**src/rtl/alias_ser_pkg.sv**
```systemverilog
// Shared types, default widths and the beat-slice helper for the aliased-output serializer.
package alias_ser_pkg;

    typedef enum logic {
        IDLE = 1'b0,
        SEND = 1'b1
    } ser_state_e;

    localparam int DEF_DATA_W = 128;
    localparam int DEF_BEAT_W = 32;
    localparam int MAX_DATA_W = 1024;

    // Caller zero-extends its buffer to MAX_DATA_W and truncates the result to its beat width.
    function automatic logic [MAX_DATA_W-1:0] beat_slice(
        input logic [MAX_DATA_W-1:0] word,
        input int unsigned           idx,
        input int unsigned           beat_w
    );
        return word >> (idx * beat_w);
    endfunction

endpackage

```
**src/rtl/ser_beat_counter.sv**
```systemverilog
// Beat index counter: clear has priority, advance steps by one and saturates at NBEATS-1.
// Registered index, combinational last flag.
module ser_beat_counter #(
    parameter int NBEATS = 4,
    parameter int IDX_W  = 2
) (
    input  logic             clk,
    input  logic             rst_n,
    input  logic             clear_i,
    input  logic             advance_i,
    output logic [IDX_W-1:0] idx_o,
    output logic             last_o
);

    logic [IDX_W-1:0] idx_q;
    logic [IDX_W-1:0] idx_d;

    assign last_o = (idx_q == IDX_W'(NBEATS - 1));
    assign idx_o  = idx_q;

    always_comb begin
        idx_d = idx_q;
        if (clear_i) begin
            idx_d = '0;
        end else if (advance_i && !last_o) begin
            idx_d = idx_q + 1'b1;
        end
    end

    always_ff @(posedge clk or negedge rst_n) begin
        if (!rst_n) begin
            idx_q <= '0;
        end else begin
            idx_q <= idx_d;
        end
    end

endmodule

```
**src/rtl/alias_out_serializer.sv**
```systemverilog
// Splits each DATA_W word into NBEATS beats, LSB first; beat 0 appears the cycle after capture.
// Stalled beats hold; a new word is taken on the last-beat handshake so words stream without bubbles.
module alias_out_serializer
    import alias_ser_pkg::*;
#(
    parameter  int DATA_W = DEF_DATA_W,
    parameter  int BEAT_W = DEF_BEAT_W,
    localparam int NBEATS = DATA_W / BEAT_W,
    localparam int IDX_W  = $clog2(NBEATS)
) (
    input  logic              clk,
    input  logic              rst_n,
    input  logic              in_valid,
    output logic              in_ready,
    input  logic [DATA_W-1:0] in_data,
    output logic              out_valid,
    input  logic              out_ready,
    output logic [BEAT_W-1:0] out_data,
    output logic [IDX_W-1:0]  out_idx,
    output logic              out_last,
    output logic              busy
);

    ser_state_e        state_q, state_d;
    logic [DATA_W-1:0] buf_q, buf_d;
    logic [IDX_W-1:0]  cnt_idx;
    logic              cnt_last;
    logic              in_hs;
    logic              beat_hs;
    logic              last_hs;

    assign out_valid = (state_q == SEND);
    assign busy      = out_valid;
    assign out_idx   = cnt_idx;
    assign out_last  = out_valid && cnt_last;
    assign beat_hs   = out_valid && out_ready;
    assign last_hs   = beat_hs && cnt_last;
    assign in_ready  = (state_q == IDLE) || last_hs;
    assign in_hs     = in_valid && in_ready;

    // Gated so the stale buffer never shows on out_data while idle.
    assign out_data = out_valid
                    ? BEAT_W'(beat_slice(MAX_DATA_W'(buf_q), 32'(cnt_idx), BEAT_W))
                    : '0;

    ser_beat_counter #(
        .NBEATS (NBEATS),
        .IDX_W  (IDX_W)
    ) u_cnt (
        .clk       (clk),
        .rst_n     (rst_n),
        .clear_i   (in_hs || last_hs),
        .advance_i (beat_hs),
        .idx_o     (cnt_idx),
        .last_o    (cnt_last)
    );

    always_comb begin
        state_d = state_q;
        buf_d   = buf_q;
        if (in_hs) begin
            buf_d = in_data;
        end
        case (state_q)
            IDLE:    if (in_hs) state_d = SEND;
            SEND:    if (last_hs && !in_valid) state_d = IDLE;
            default: state_d = IDLE;
        endcase
    end

    always_ff @(posedge clk or negedge rst_n) begin
        if (!rst_n) begin
            state_q <= IDLE;
            buf_q   <= '0;
        end else begin
            state_q <= state_d;
            buf_q   <= buf_d;
        end
    end

endmodule

```
**config.mk**
```make
export PLATFORM = sky130hd
export DESIGN_NAME = alias_out_serializer
export DESIGN_NICKNAME = d
export VERILOG_FILES = /design/src/rtl/alias_ser_pkg.sv /design/src/rtl/ser_beat_counter.sv /design/src/rtl/alias_out_serializer.sv
export SDC_FILE = /design/constraint.sdc
export NUM_CORES = 1
export LEC_CHECK = 0
export BUFFER_PORTS_ARGS = -buffer_cell sky130_fd_sc_hd__buf_2
export CAP_MARGIN = 5
export CORE_ASPECT_RATIO = 1.1
export CORE_MARGIN = 4
export CORE_UTILIZATION = 40
export CTS_CLUSTER_SIZE = 28
export DETAILED_ROUTE_END_ITERATION = 10
export PLACE_DENSITY = 0.65
export SLEW_MARGIN = 20
export SYNTH_ARGS = -nofsm -noshare
export SYNTH_HDL_FRONTEND = slang
export SYNTH_SLANG_ARGS = --single-unit
```
**constraint.sdc**
```tcl
create_clock -name clk -period 1.77 [get_ports clk]
set_clock_uncertainty 0.15 [all_clocks]
set_input_delay 0.354 -clock clk [delete_from_list [all_inputs] [get_ports clk]]
set_output_delay 0.354 -clock clk [all_outputs]
set_load 0.01 [all_outputs]
```
Word level (Yosys, flattened, before mapping) --
Cells that the tools add are included.
Storage, ports and cells: bits in registers 131, bits of input ports 132, output and inout bits 38, logic and storage cells 24
Operators by class: add/sub/neg operators 1, equality and inequality tests 1, shift operators 1, multiplexer cells 6, bitwise operators 1, reductions and logical operators 11
Operators with widths (number):
- $shr 128x7->32 | 1
- $mux 32 | 1
- $logic_and 1x1->1 | 6
- $mux 2 | 2
- $add 2x1->2 const B | 1
- $eq 2x2->1 const B | 1
- $logic_not 1->1 | 2
- $logic_or 1x1->1 | 2
- $mux 1 | 2
- $pmux 1 s2 | 1
- $reduce_bool 2->1 | 1
- $not 1->1 | 1

Depth between registers and ports, before layout --
Gate-level depths: netlist (run 1).
depth after elaboration 6, gate-level depth with buffers 5

Hierarchy --
From an unflattened synthesis (run 1), not the netlist that was laid out.
Unflattened totals: cell total of the unflattened synthesis 401, area total of the unflattened synthesis 6404.9 µm²
Modules (own cells, without submodules):
- alias_out_serializer | instances 1, cells each 391, area each 6281.0 µm², sequential area each 3228.1 µm²
- ser_beat_counter | instances 1, cells each 10, area each 123.9 µm², sequential area each 50.0 µm²

Least setup slack after synthesis (run 1) --
OpenSTA, ideal clock, no wires.
path kind register to output, from register u_cnt.idx_q[0] (netlist: u_cnt.idx_o[0]), to output in_ready, arrival time 1.321 ns, required time 1.266 ns, setup slack -0.055 ns, stages on the path, launching flop included 6, cells stage by stage dfrtp_1 -> ha_1 -> a21boi_2 -> buf_2 -> buf_2 -> inv_1
On the way: cells in the longest elaborated chain, start to end 3
RTL lines:
- start: declaration | RTL line ser_beat_counter.sv:15 | logic [IDX_W-1:0] idx_q;
- start signal: assignment | RTL line ser_beat_counter.sv:34 | idx_q <= idx_d;
- $eq 2x2->1 | RTL line ser_beat_counter.sv:18 | assign last_o = (idx_q == IDX_W'(NBEATS - 1));
- $logic_and 1x1->1 | RTL line alias_out_serializer.sv:37 | assign last_hs = beat_hs && cnt_last;
- $logic_or 1x1->1 | RTL line alias_out_serializer.sv:38 | assign in_ready = (state_q == IDLE) || last_hs;
- end: declaration | RTL line alias_out_serializer.sv:14 | output logic in_ready,
Every way passes these cells.

Worst setup path in the final report (run 1) --
from register u_cnt.idx_q[1] (netlist: u_cnt.idx_o[1]), to output in_ready
The elaborated chain is that of the path after synthesis.

==> results of run 1 <==
==> area by class of cell <==
class,instances,area (um^2)
clock buffer,19,453
multi-input combinational,367,3030
sequential,131,3280
fill,1424,6970
clock inverter,13,183
tap,204,255
inverter,129,484
timing repair buffer,226,1780
==> registers in the layout, summed over array words and instances (netlist names) <==
register and flops:
buf_q 128, u_cnt.idx_o 2, busy 1
==> through the flow <==
step	hold WS, ps	setup WS [ps]	power (W)	instance area, um^2
finish	40.7	-482	0.0174	9460
global route	33.6	-549	0.0184	9460
CTS	27.7	-471	0.0164	8820
detailed placement	125	-35.7	0.0123	8040
global placement	128	-19.5	0.0121	8040
floorplan	-91.6	15.7	0.00972	6710
==> worst paths after layout <==
check,from,to,slack [ps],depth (start not counted)
min,in_data[101],buf_q[101],40,3
max reg2reg,u_cnt.idx_o[1],buf_q[89],-190,5
min in group asynchronous,rst_n,buf_q[17],250,2
max,u_cnt.idx_o[1],in_ready,-480,6
max in group asynchronous,rst_n,u_cnt.idx_o[1],690,3
min reg2reg,buf_q[58],buf_q[58],390,2
==> worst min-delay path: stages <==
cell	delay (ps)
sky130_fd_sc_hd__buf_2	90
sky130_fd_sc_hd__nand2_1	60
sky130_fd_sc_hd__o32ai_1	60
==> power groups by stage <==
stage,sequential (W),clock (W),combinational [W]
after floorplan,0.00510,0,0.00462
after global placement,0.00531,0,0.00680
after detailed placement,0.00536,0,0.00690
after CTS,0.00532,0.00381,0.00725
after global routing,0.00556,0.00395,0.00890
final,0.00537,0.00376,0.00823
==> metal layers <==
| layer | vias up | part of all wire, % | routed length (um) | track usage [%] |
|---|---|---|---|---|
| met4 | 0 | 1.5 | 303 | 7.24 |
| li1 | 2809 | - | - | - |
| met3 | 25 | 5.0 | 1050 | 4.90 |
| met2 | 171 | 50 | 10500 | 33.1 |
| met1 | 2899 | 43 | 8970 | 26.7 |
| met5 | - | 0 | 0 | 0 |
==> cell usage in the layout, fill, tap and decap left out, types with 2 or more instances in the layout <==
cell / instances
sky130_fd_sc_hd__clkinv_2: 3
sky130_fd_sc_hd__buf_2: 165
sky130_fd_sc_hd__buf_4: 13
sky130_fd_sc_hd__inv_1: 128
sky130_fd_sc_hd__nand2_1: 130
sky130_fd_sc_hd__mux2i_1: 61
sky130_fd_sc_hd__clkbuf_8: 2
sky130_fd_sc_hd__dfrtp_1: 129
sky130_fd_sc_hd__a31o_2: 2
sky130_fd_sc_hd__o32ai_2: 48
sky130_fd_sc_hd__mux2i_2: 2
sky130_fd_sc_hd__clkbuf_16: 23
sky130_fd_sc_hd__clkinv_4: 2
sky130_fd_sc_hd__o22ai_2: 2
sky130_fd_sc_hd__buf_16: 3
sky130_fd_sc_hd__buf_6: 17
sky130_fd_sc_hd__o22ai_1: 30
sky130_fd_sc_hd__clkinvlp_4: 4
sky130_fd_sc_hd__o32ai_4: 2
sky130_fd_sc_hd__buf_12: 21
sky130_fd_sc_hd__o32ai_1: 78
sky130_fd_sc_hd__bufinv_16: 4
==> logic make-up after synthesis <==
| logic type | Yosys count | synth area share [%] |
|---|---|---|
| buffers and inverters | 199 | 12.0 |
| multiplexers | 64 | 9.55 |
| AND/OR/NAND/NOR | 138 | 8.13 |
| flip-flops | 131 | 48.9 |
| adder cells (fa/ha/maj) | 1 | 0.187 |
| AO/OA/AOI/OAI | 163 | 21.3 |
==> timing repair <==
| action | in CTS | in global routing |
|---|---|---|
| gates cloned | 2 | 10 |
| buffers inserted | 1 | 4 |
| hold buffers | 1 | 0 |
| pin swaps | 0 | 5 |
| resized for setup | 15 | 63 |
| hold endpoints to repair | 45 | 0 |
| endpoints found under the setup margin | 80 | 150 |
==> results by stage, run 1 <==
Run status:
- The run finished, with violations left.
- The checks that failed: setup timing.

Timing:
- The minimum period implied by the final worst setup slack is 2250 ps.
- The transition time of the tightest slew-check pin is 425 ps.
- The number of hold-slack violations in the final timing report came to 0.
- Once routing completed, OpenROAD measured the worst setup slack at -482 ps.
- Measured against its own limit, the worst slew margin works out to 71.7%.
- Static timing analysis puts the maximum clock frequency at 444 MHz.
- Setup repair after global routing could not meet its margin everywhere.
- The number of pins with negative max-slew slack in the final report is 0.
- The total negative setup slack is -22440 ps.
- The ratio of final minimum period to clock period is 127%.
- Setup violations remaining at the end of the flow were counted as 163.

Global route:
- Entering global routing, the biggest net connects 83 pins.
- The number of global-route vias before repair was 5809.
- The initial antenna violation count is 0.
- Summed over all layers, the global routing overflow is 0.
- In the global route stage, overall resource usage came out at 20.3%.
- The first global-routing pass estimated 30600 um of wire.

Pwr:
- Registers are responsible for 30.9% of the overall power.
- In this run the power spent charging and discharging nets is 0.00607 W.
- In this run the static leakage power is 4.57 nW.
- Power spread over the standard cell area amounts to 1830 mW/mm^2.
- The share of total power consumed by net switching is 35.0%.
- The proportion of power drawn by the clock network is 21.6%.
- The largest voltage drop on the vdd net is 0.891 mV.
- Cell internal power was estimated by the tool at 0.0113 W.
- Of the total power, combinational logic draws 47.4%.

Synth:
- The net count after synthesis is 829.
- The share of the Yosys chip area taken by registers is 48.9%.
- The cell with the most instances after synthesis is sky130_fd_sc_hd__dfrtp_1.
- In this run the cell area of the synthesized design comes to 0.00671 mm^2.
- The average cell area after synthesis is 9.64 um^2.
- In the post-synthesis netlist, the biggest area contributors are sky130_fd_sc_hd__dfrtp_1 (49%), sky130_fd_sc_hd__o32ai_1 (15%), sky130_fd_sc_hd__mux2i_1 (9.6%).
- After synthesis the netlist holds a flip-flop and latch count of 131.
- The fraction of registers with async set or reset after synthesis is 100%.
- Counting flops with a built-in enable in the synthesized netlist gives 0.
- By count the netlist is led by sky130_fd_sc_hd__dfrtp_1 (131), sky130_fd_sc_hd__nand2_1 (130), sky130_fd_sc_hd__inv_1 (129).
- sky130_fd_sc_hd__dfrtp_1 takes more of the synthesized area than any other cell.
- The flip-flop cell with the highest count after synthesis is sky130_fd_sc_hd__dfrtp_1.
- The count of synthesis-stage warnings from yosys is 0.
- The number of instances in the synthesized netlist is 696.
- Counting distinct cell types in the post-synthesis netlist gives 21.
- The area fraction of the dominant cell type after synthesis is 48.9%.

Setup path:
- The kind of cell adding the most delay to the critical path is flip-flops.
- At the worst endpoint, the arrival time is 1750 ps.
- The data required time at the worst endpoint is 1270 ps.
- Counting both buffers and inverters, the worst setup path holds a total of 4.
- The type of the worst setup path is reg2out.
- In this run the worst path has a maximum fanout of 5.
- The slowest stage cell on the critical path is sky130_fd_sc_hd__dfrtp_4.
- Traced cell by cell, the critical path runs through buf_4 -> ha_4 -> a21boi_4 -> buf_12 -> inv_2 -> buf_6.
- The capturing element type of the critical path is a primary output.
- The kind of launch point of the worst setup path is a flip-flop.
- In this design, the stage delay of the slowest critical-path cell is 520 ps.

Place:
- Port buffering added 169 buffers.
- The final HPWL from detailed placement is 12800 um.
- The number of placed instances, taps included is 1039.
- The final weighted congestion in routability-driven placement is 0.807.

Detailed routing:
- In the final routed layout, each cell accounts on average for 19.1 um.
- The first routing iteration left 393 violations.
- Summed over all layers, the routed wires come to 20800 um.
- For this run, design rule violations remaining after detail routing come to 0.
- Using the TritonRoute via totals, the vias-per-cell ratio works out to 5.42.
- The number of vias in the routed layout is 5904.
- The first-pass iteration count of the detailed router is 4.
- The count of antenna-violating nets left after detailed routing is 0.

Run:
- Across the run, the number of max-cap violations was 0.

Floorplan:
- The die is 144 um tall.
- The core box area is 0.0164 mm^2.
- The die outline area is 0.0189 mm^2.
- The starting utilization of the core area is 40.8%.
- The I/O pin count is 170.
- The standard-cell row count is 49.
- The width of the die is 131 um.

Worst hold path:
- The type of the most critical hold path is in2reg.

Layout:
- Of the cells placed in the final design, the portion with a size suffix greater than 1 is 36.6%.
- The non-filler instance count after layout is 1089.
- Measured on the finished design, the core utilization comes to 57.6%.
- After the last flow step, the layout net total stands at 1005.
- The area growth from synthesis to layout is 41.1%.
- The diode insertion count for antenna repair is 0.

Clock tree:
- The number of clock sinks is 131.
- After clock tree synthesis, the clock-pin slew on the worst setup and hold paths is 60 ps.
- The clock tree from TritonCTS is done.
- The clock latency on the worst-skew pair is 420 ps.
- Clock tree synthesis inserted a total of 17 buffers.
- The cell chosen for the clock root is sky130_fd_sc_hd__clkbuf_16.
- No sink is reached through more buffers than the 2 on the longest clock path.
- The maximum level of the CTS H-tree is 4.
No activity file was read; power rests on OpenSTA's default activity.
==> run 2, diff against run 1 <==
--- a/config.mk
+++ b/config.mk
@@ -9,10 +9,9 @@
 export CAP_MARGIN = 5
 export CORE_ASPECT_RATIO = 1.1
 export CORE_MARGIN = 4
-export CORE_UTILIZATION = 40
+export CORE_UTILIZATION = 33
 export CTS_CLUSTER_SIZE = 28
 export DETAILED_ROUTE_END_ITERATION = 10
-export PLACE_DENSITY = 0.65
 export SLEW_MARGIN = 20
 export SYNTH_ARGS = -nofsm -noshare
 export SYNTH_HDL_FRONTEND = slang
==> results by stage, run 2 (synthesis results as in run 1) <==
Detailed routing:
- The initial detailed-routing violation count was 484 (was 393).
- The average wire length per cell after detail routing came to 19.1 um (about the same).
- The total wire length after detailed routing was 21400 um (was 20800 um).
- The first-pass iteration count of the detailed router came to 4 (unchanged).
- The vias per cell was 5.25 (was 5.42).
- The residual DRC count is 0 (unchanged).
- The number of vias in the routed layout is 5872 (was 5904).
- The count of antenna-violating nets left after detailed routing is 0 (unchanged).

Floorplan:
- The core box area is 0.0199 mm^2 (was 0.0164 mm^2).
- The die outline area was 0.0227 mm^2 (was 0.0189 mm^2).
- The width of the die is 144 um (was 131 um).
- The standard-cell row count is 54 (was 49).
- The I/O pin count is 170 (unchanged).
- The floorplan die height came to 158 um (was 144 um).
- The starting utilization of the core area is 33.6% (was 40.8%).

Timing:
- The setup-violating endpoint count in the final report is 38 (was 163).
- The worst-case headroom to the max-slew limit is 72.3% (was 71.7%).
- The minimum period implied by the final worst setup slack is 2180 ps (was 2250 ps).
- The highest clock frequency the design can meet is 459 MHz (was 444 MHz).
- The transition time of the tightest slew-check pin was 415 ps (was 425 ps).
- The final worst hold slack is 37.2 ps (was 40.7 ps).
- The post-route worst setup slack came to -411 ps (was -482 ps).
- The number of pins with negative max-slew slack in the final report is 0 (unchanged).
- RSZ-0062 raised after global routing: yes (unchanged).
- The number of hold-slack violations in the final timing report is 0 (unchanged).
- The ratio of final minimum period to clock period is 123% (was 127%).

Setup path:
- The endpoint of the worst register-to-register path is buf_q[50] (was buf_q[89]).
- The worst setup path endpoint is in_ready (unchanged).
- The worst endpoint data arrival time is 1680 ps (was 1750 ps).
- The source of the critical timing path is u_cnt.idx_o[1] (unchanged).
- The depth of the worst register-to-register path is 4 (was 5).
- The kind of launch point of the worst setup path is a flip-flop (unchanged).
- The worst-case register-to-register setup slack is 0 ps (was -190 ps).
- The type of the worst setup path is reg2out (unchanged).
- The maximum fanout along the worst path is 5 (unchanged).
- The capturing element type of the critical path is a primary output (unchanged).
- The data required time at the worst endpoint came to 1270 ps (about the same).
- The launch point of the worst reg-to-reg path is u_cnt.idx_o[1] (unchanged).

Pwr:
- The largest voltage drop on the vdd net is 0.748 mV (was 0.891 mV).
- The share of total power in combinational logic came to 46.7% (was 47.4%).
- The proportion of power drawn by the clock network came to 21.5% (was 21.6%).
- The leakage power was 4.45 nW (was 4.57 nW).
- The internal portion of total power is 0.0109 W (was 0.0113 W).
- The share of total power consumed by net switching is 35.4% (was 35.0%).
- The switching power is 0.00597 W (was 0.00607 W).
- The part of the total power dissipated in sequential elements is 31.8% (was 30.9%).
- The power density over the cells is 1820 mW/mm^2 (was 1830 mW/mm^2).

Worst hold path:
- The count of cells along the worst hold path is 3 (unchanged).
- The type of the most critical hold path is in2reg (unchanged).

Global route:
- The remaining global-route overflow came to 0 (unchanged).
- The initial antenna violation count was 1 (was 0).
- The number of global-route vias before repair was 5615 (was 5809).
- The maximum number of pins on one net before global-route repair is 74 (was 83).
- The global-route wire length before repair is 31300 um (was 30600 um).
- The total routing usage reported by global routing is 17.8% (was 20.3%).

Clock tree:
- The number of clock sinks was 131 (unchanged).
- The cell chosen for the clock root is sky130_fd_sc_hd__clkbuf_16 (unchanged).
- The deepest clock path buffer count is 2 (unchanged).
- The number of buffers created by CTS was 17 (unchanged).
- The clock latency on the worst-skew pair was 420 ps (about the same).
- The clock-pin slew on the worst setup and hold paths is 60 ps (about the same).
- The maximum level of the CTS H-tree was 4 (unchanged).
- The clock tree from TritonCTS is done (unchanged).

Layout:
- The summed area of non-filler cells in the final layout came to 0.00927 mm^2 (was 0.00946 mm^2).
- The signed area change from the synthesized netlist to the final layout was 38.3% (was 41.1%).
- The final cell utilization of the core is 46.5% (was 57.6%).
- The flip-flop count of the largest register after layout came to 128 (unchanged).
- The most common library cell in the layout ignoring fill and taps was sky130_fd_sc_hd__buf_2 (unchanged).
- The total number of nets in the final design is 984 (was 1005).
- The fraction of final layout cells sized beyond drive strength 1 is 36.8% (was 36.6%).
- Top library cells by usage in the layout, fill and taps aside: sky130_fd_sc_hd__buf_2 (167), sky130_fd_sc_hd__nand2_1 (130), sky130_fd_sc_hd__inv_1 (129), sky130_fd_sc_hd__dfrtp_1 (129), sky130_fd_sc_hd__o32ai_2 (70) (was sky130_fd_sc_hd__buf_2 (165), sky130_fd_sc_hd__nand2_1 (130), sky130_fd_sc_hd__dfrtp_1 (129), sky130_fd_sc_hd__inv_1 (128), sky130_fd_sc_hd__o32ai_1 (78)).
- The final-layout fill cell count is 1862 (was 1424).
- The top register by number of flip-flops was buf_q (unchanged).

Run:
- The number of max-cap violations is 0 (unchanged).

Run status:
- Violated checks: setup timing (unchanged).
- Status: finished with violations (unchanged).

Place:
- The final weighted congestion in routability-driven placement is 0.767 (was 0.807).
- The number of port buffers is 169 (unchanged).
- The final HPWL from detailed placement came to 13400 um (was 12800 um).
- The cell area reported after detailed placement is 0.00799 mm^2 (was 0.00804 mm^2).
run 2: cell types whose count changed in the layout (fill, tap and decap cells not counted), moves of 3 or more:
cell,before,now
sky130_fd_sc_hd__buf_6,17,3
sky130_fd_sc_hd__o32ai_1,78,58
sky130_fd_sc_hd__buf_12,21,13
sky130_fd_sc_hd__o32ai_2,48,70
sky130_fd_sc_hd__clkbuf_1,0,3
run 2: what timing repair did:
item / CTS / global route
gates cloned: 0 / 5
gates resized for setup: 6 / 69
endpoints found under the hold margin: 131 / 0
hold buffers: 1 / 0
pin swaps: 0 / 0
setup endpoints to repair: 88 / 92
setup buffers: 2 / 1
run 2: critical path, stage by stage, from the launching register on:
cell	delay [ps]
sky130_fd_sc_hd__dfrtp_4	510
sky130_fd_sc_hd__ha_2	230
sky130_fd_sc_hd__a21boi_4	200
sky130_fd_sc_hd__buf_12	150
sky130_fd_sc_hd__inv_1	40
sky130_fd_sc_hd__buf_2	130
run 2: per-layer routing:
layer / global-route usage [%] / routed length (um)
met5: 0 / 13
met4: 4.84 / 263
met1: 25.6 / 9550
met2: 27.4 / 10500
met3: 3.77 / 1070
run 2: power groups by stage:
stage          Sequential (W)  Combinational (W)  Clock, W
2_1_floorplan         0.00510            0.00462         0
3_3_place_gp          0.00537            0.00669         0
3_5_place_dp          0.00540            0.00678         0
4_1_cts               0.00536            0.00690   0.00369
5_1_grt               0.00556            0.00850   0.00384
6_report              0.00536            0.00787   0.00363
run 2: final cells by class:
cell class	instances	area, um^2	area share (%)
Sequential cell	131	3280	35.4
Multi-Input combinational cell	366	3130	33.7
Timing Repair Buffer	206	1450	15.7
Inverter	129	484	5.22
Clock buffer	23	478	5.15
Tap cell	252	315	3.40
Clock inverter	9	128	1.38
Antenna cell	2	5.00	0.0540
run 2: how the worst min path moves through the flow:
stage | endpoint | startpoint | slack, ps
after floorplan | buf_q[0] | rst_n | -90
after global placement | buf_q[85] | rst_n | 80
after CTS | buf_q[64] | in_data[64] | 20
final | buf_q[64] | in_data[64] | 40
after detailed placement | buf_q[85] | rst_n | 80
after global routing | buf_q[64] | in_data[64] | 30
run 2: through the flow:
step                      setup WS, ps  instances  setup TNS (ps)  total power (W)
after CTS                         -435       1111          -13130           0.0159
after global placement            9.47       1076               0           0.0121
final                             -411       1118          -12190           0.0169
after detailed placement         -35.7       1076            -323           0.0122
after floorplan                   15.7        696               0          0.00972
after global routing              -482       1116          -15590           0.0179
==> run 3, diff against run 2 <==
--- a/config.mk
+++ b/config.mk
@@ -12,6 +12,7 @@
 export CORE_UTILIZATION = 33
 export CTS_CLUSTER_SIZE = 28
 export DETAILED_ROUTE_END_ITERATION = 10
+export RECOVER_POWER = 25
 export SLEW_MARGIN = 20
 export SYNTH_ARGS = -nofsm -noshare
 export SYNTH_HDL_FRONTEND = slang
==> results by stage, run 3 (synthesis results as in run 1) <==
Run status:
- Status: finished with violations (unchanged).
- Violated checks: setup timing (unchanged).

Clock tree:
- The number of buffers created by CTS is 17 (unchanged).
- The number of clock sinks is 131 (unchanged).
- The maximum level of the CTS H-tree is 4 (unchanged).
- The clock tree from TritonCTS is done (unchanged).
- The clock-pin slew on the worst setup and hold paths is 60 ps (about the same).
- The cell chosen for the clock root is sky130_fd_sc_hd__clkbuf_16 (unchanged).
- The clock latency on the worst-skew pair is 420 ps (about the same).
- The deepest clock path buffer count was 2 (unchanged).

Pwr:
- The leakage power is 4.45 nW (about the same).
- The largest voltage drop on the vdd net was 0.744 mV (was 0.748 mV).
- The power density over the cells is 1820 mW/mm^2 (about the same).

Global route:
- The global-route wire length before repair was 31300 um (unchanged).
- The number of global-route vias before repair is 5615 (unchanged).
- The total routing usage reported by global routing was 17.8% (unchanged).
- The initial antenna violation count was 1 (unchanged).
- The maximum number of pins on one net before global-route repair came to 74 (unchanged).
- The remaining global-route overflow is 0 (unchanged).

Timing:
- The ratio of final minimum period to clock period came to 123% (about the same).
- The setup-violating endpoint count in the final report is 38 (unchanged).
- The worst-case headroom to the max-slew limit is 56.4% (was 72.3%).
- The transition time of the tightest slew-check pin is 654 ps (was 415 ps).
- RSZ-0062 raised after global routing: yes (unchanged).
- The post-route worst setup slack is -407 ps (was -411 ps).
- The minimum period implied by the final worst setup slack is 2180 ps (about the same).
- The number of pins with negative max-slew slack in the final report was 0 (unchanged).
- The number of hold-slack violations in the final timing report came to 0 (unchanged).
- The highest clock frequency the design can meet is 459 MHz (about the same).

Place:
- The final weighted congestion in routability-driven placement was 0.767 (unchanged).
- The cell area reported after detailed placement was 0.00799 mm^2 (unchanged).
- The number of placed instances, taps included is 1076 (unchanged).
- The number of port buffers is 169 (unchanged).
- The final HPWL from detailed placement is 13400 um (unchanged).

Floorplan:
- The starting utilization of the core area is 33.6% (unchanged).
- The die outline area was 0.0227 mm^2 (unchanged).
- The I/O pin count is 170 (unchanged).
- The width of the die came to 144 um (unchanged).
- The floorplan die height came to 158 um (unchanged).
- The core box area is 0.0199 mm^2 (unchanged).
- The standard-cell row count was 54 (unchanged).

Detailed routing:
- The residual DRC count is 0 (unchanged).
- The vias per cell is 5.25 (about the same).
- The number of vias in the routed layout is 5873 (was 5872).
- The first-pass iteration count of the detailed router is 5 (was 4).
- The total wire length after detailed routing is 21400 um (about the same).
- The average wire length per cell after detail routing is 19.1 um (about the same).
- The initial detailed-routing violation count was 460 (was 484).
- The count of antenna-violating nets left after detailed routing is 0 (unchanged).

Layout:
- The most common library cell in the layout ignoring fill and taps is sky130_fd_sc_hd__buf_2 (unchanged).
- The non-filler instance count after layout is 1118 (unchanged).
- The final-layout fill cell count came to 1866 (was 1862).
- The final cell utilization of the core came to 46.4% (was 46.5%).
- The fraction of final layout cells sized beyond drive strength 1 was 36.8% (unchanged).
- The summed area of non-filler cells in the final layout was 0.00925 mm^2 (was 0.00927 mm^2).
- The top register by number of flip-flops is buf_q (unchanged).
- The flip-flop count of the largest register after layout came to 128 (unchanged).
- The total number of nets in the final design is 984 (unchanged).
- Top library cells by usage in the layout, fill and taps aside: sky130_fd_sc_hd__buf_2 (167), sky130_fd_sc_hd__nand2_1 (130), sky130_fd_sc_hd__inv_1 (129), sky130_fd_sc_hd__dfrtp_1 (129), sky130_fd_sc_hd__o32ai_2 (70) (unchanged).
- The signed area change from the synthesized netlist to the final layout came to 38.0% (was 38.3%).

Setup path:
- The kind of launch point of the worst setup path is a flip-flop (unchanged).
- The capturing element type of the critical path is a primary output (unchanged).
- The worst endpoint data arrival time is 1670 ps (was 1680 ps).
- The kind of cell adding the most delay to the critical path is flip-flops (unchanged).
- The type of the worst setup path is reg2out (unchanged).
- The count of buffer and inverter cells on the critical path came to 3 (unchanged).
- The data required time at the worst endpoint is 1270 ps (about the same).
- The maximum fanout along the worst path is 5 (unchanged).
- The slowest stage cell on the critical path is sky130_fd_sc_hd__dfrtp_4 (unchanged).
- Worst path cell trace: ha_2 -> a21boi_4 -> buf_12 -> inv_1 -> buf_2 (unchanged).
- The delay of the slowest cell on the worst path was 510 ps (about the same).

Worst hold path:
- The type of the most critical hold path is in2reg (unchanged).

Run:
- The number of max-cap violations is 0 (unchanged).
run 3: cell count changes in the layout (fill, tap and decap cells not counted), sizes merged:
cell and delta:
clkbuf +1, buf -1
run 3: routing by layer:
layer  GRT usage, %  up-vias  wire length [um]
met1           25.6     2919              9570
met2           27.4      161             10500
met5              0        -                13
met3           3.77       20              1080
met4           4.84        2               214
li1               -     2771                 -
run 3: what timing repair did:
action                                  4_1_cts  5_1_grt
resized for setup                             6       69
pin swaps                                     0        0
endpoints found under the hold margin       131        0
hold buffers                                  1        0
setup buffers                                 2        1
endpoints found under the setup margin       88       92
cloned                                        0        5
run 3: layout make-up:
type,instances,area [um^2],share of cell area [%]
Antenna cell,2,5.00,0.0541
Clock buffer,23,478,5.16
Clock inverter,9,128,1.38
Inverter,129,484,5.23
Multi-Input combinational cell,366,3130,33.8
Sequential cell,131,3280,35.5
Tap cell,252,315,3.41
Timing Repair Buffer,206,1430,15.5
run 3: final timing paths:
| kind | from | to | slack, ps | depth (start not counted) |
|---|---|---|---|---|
| hold reg to reg | buf_q[100] | buf_q[100] | 390 | 2 |
| min in group asynchronous | rst_n | buf_q[116] | 350 | 2 |
| setup reg to reg | u_cnt.idx_o[1] | buf_q[50] | 0 | 4 |
| hold / removal | in_data[64] | buf_q[64] | 40 | 3 |
| setup / recovery | u_cnt.idx_o[1] | in_ready | -410 | 5 |
| max in group asynchronous | rst_n | buf_q[34] | 220 | 3 |
run 3: report_power, final:
| group | switching, W | total [W] | internal (W) |
|---|---|---|---|
| registers | 0.000870 | 0.00536 | 0.00449 |
| logic | 0.00380 | 0.00787 | 0.00407 |
| clock network | 0.00131 | 0.00363 | 0.00232 |
run 3: through the flow:
| stage | hold WS [ps] | total power [W] | TNS, ps | setup WS, ps |
|---|---|---|---|---|
| after floorplan | -91.6 | 0.00972 | 0 | 15.7 |
| after global placement | 80.2 | 0.0121 | 0 | 9.47 |
| after detailed placement | 82.3 | 0.0122 | -323 | -35.7 |
| after CTS | 21.9 | 0.0159 | -13130 | -435 |
| after global routing | 31.7 | 0.0179 | -15590 | -482 |
| final | 36.8 | 0.0169 | -12090 | -407 |
run 3: worst register-to-register path: stages (launching register included):
cell and delay, ps:
sky130_fd_sc_hd__dfrtp_4 510, sky130_fd_sc_hd__ha_2 230, sky130_fd_sc_hd__and3_4 250, sky130_fd_sc_hd__clkbuf_16 230, sky130_fd_sc_hd__o32ai_1 310
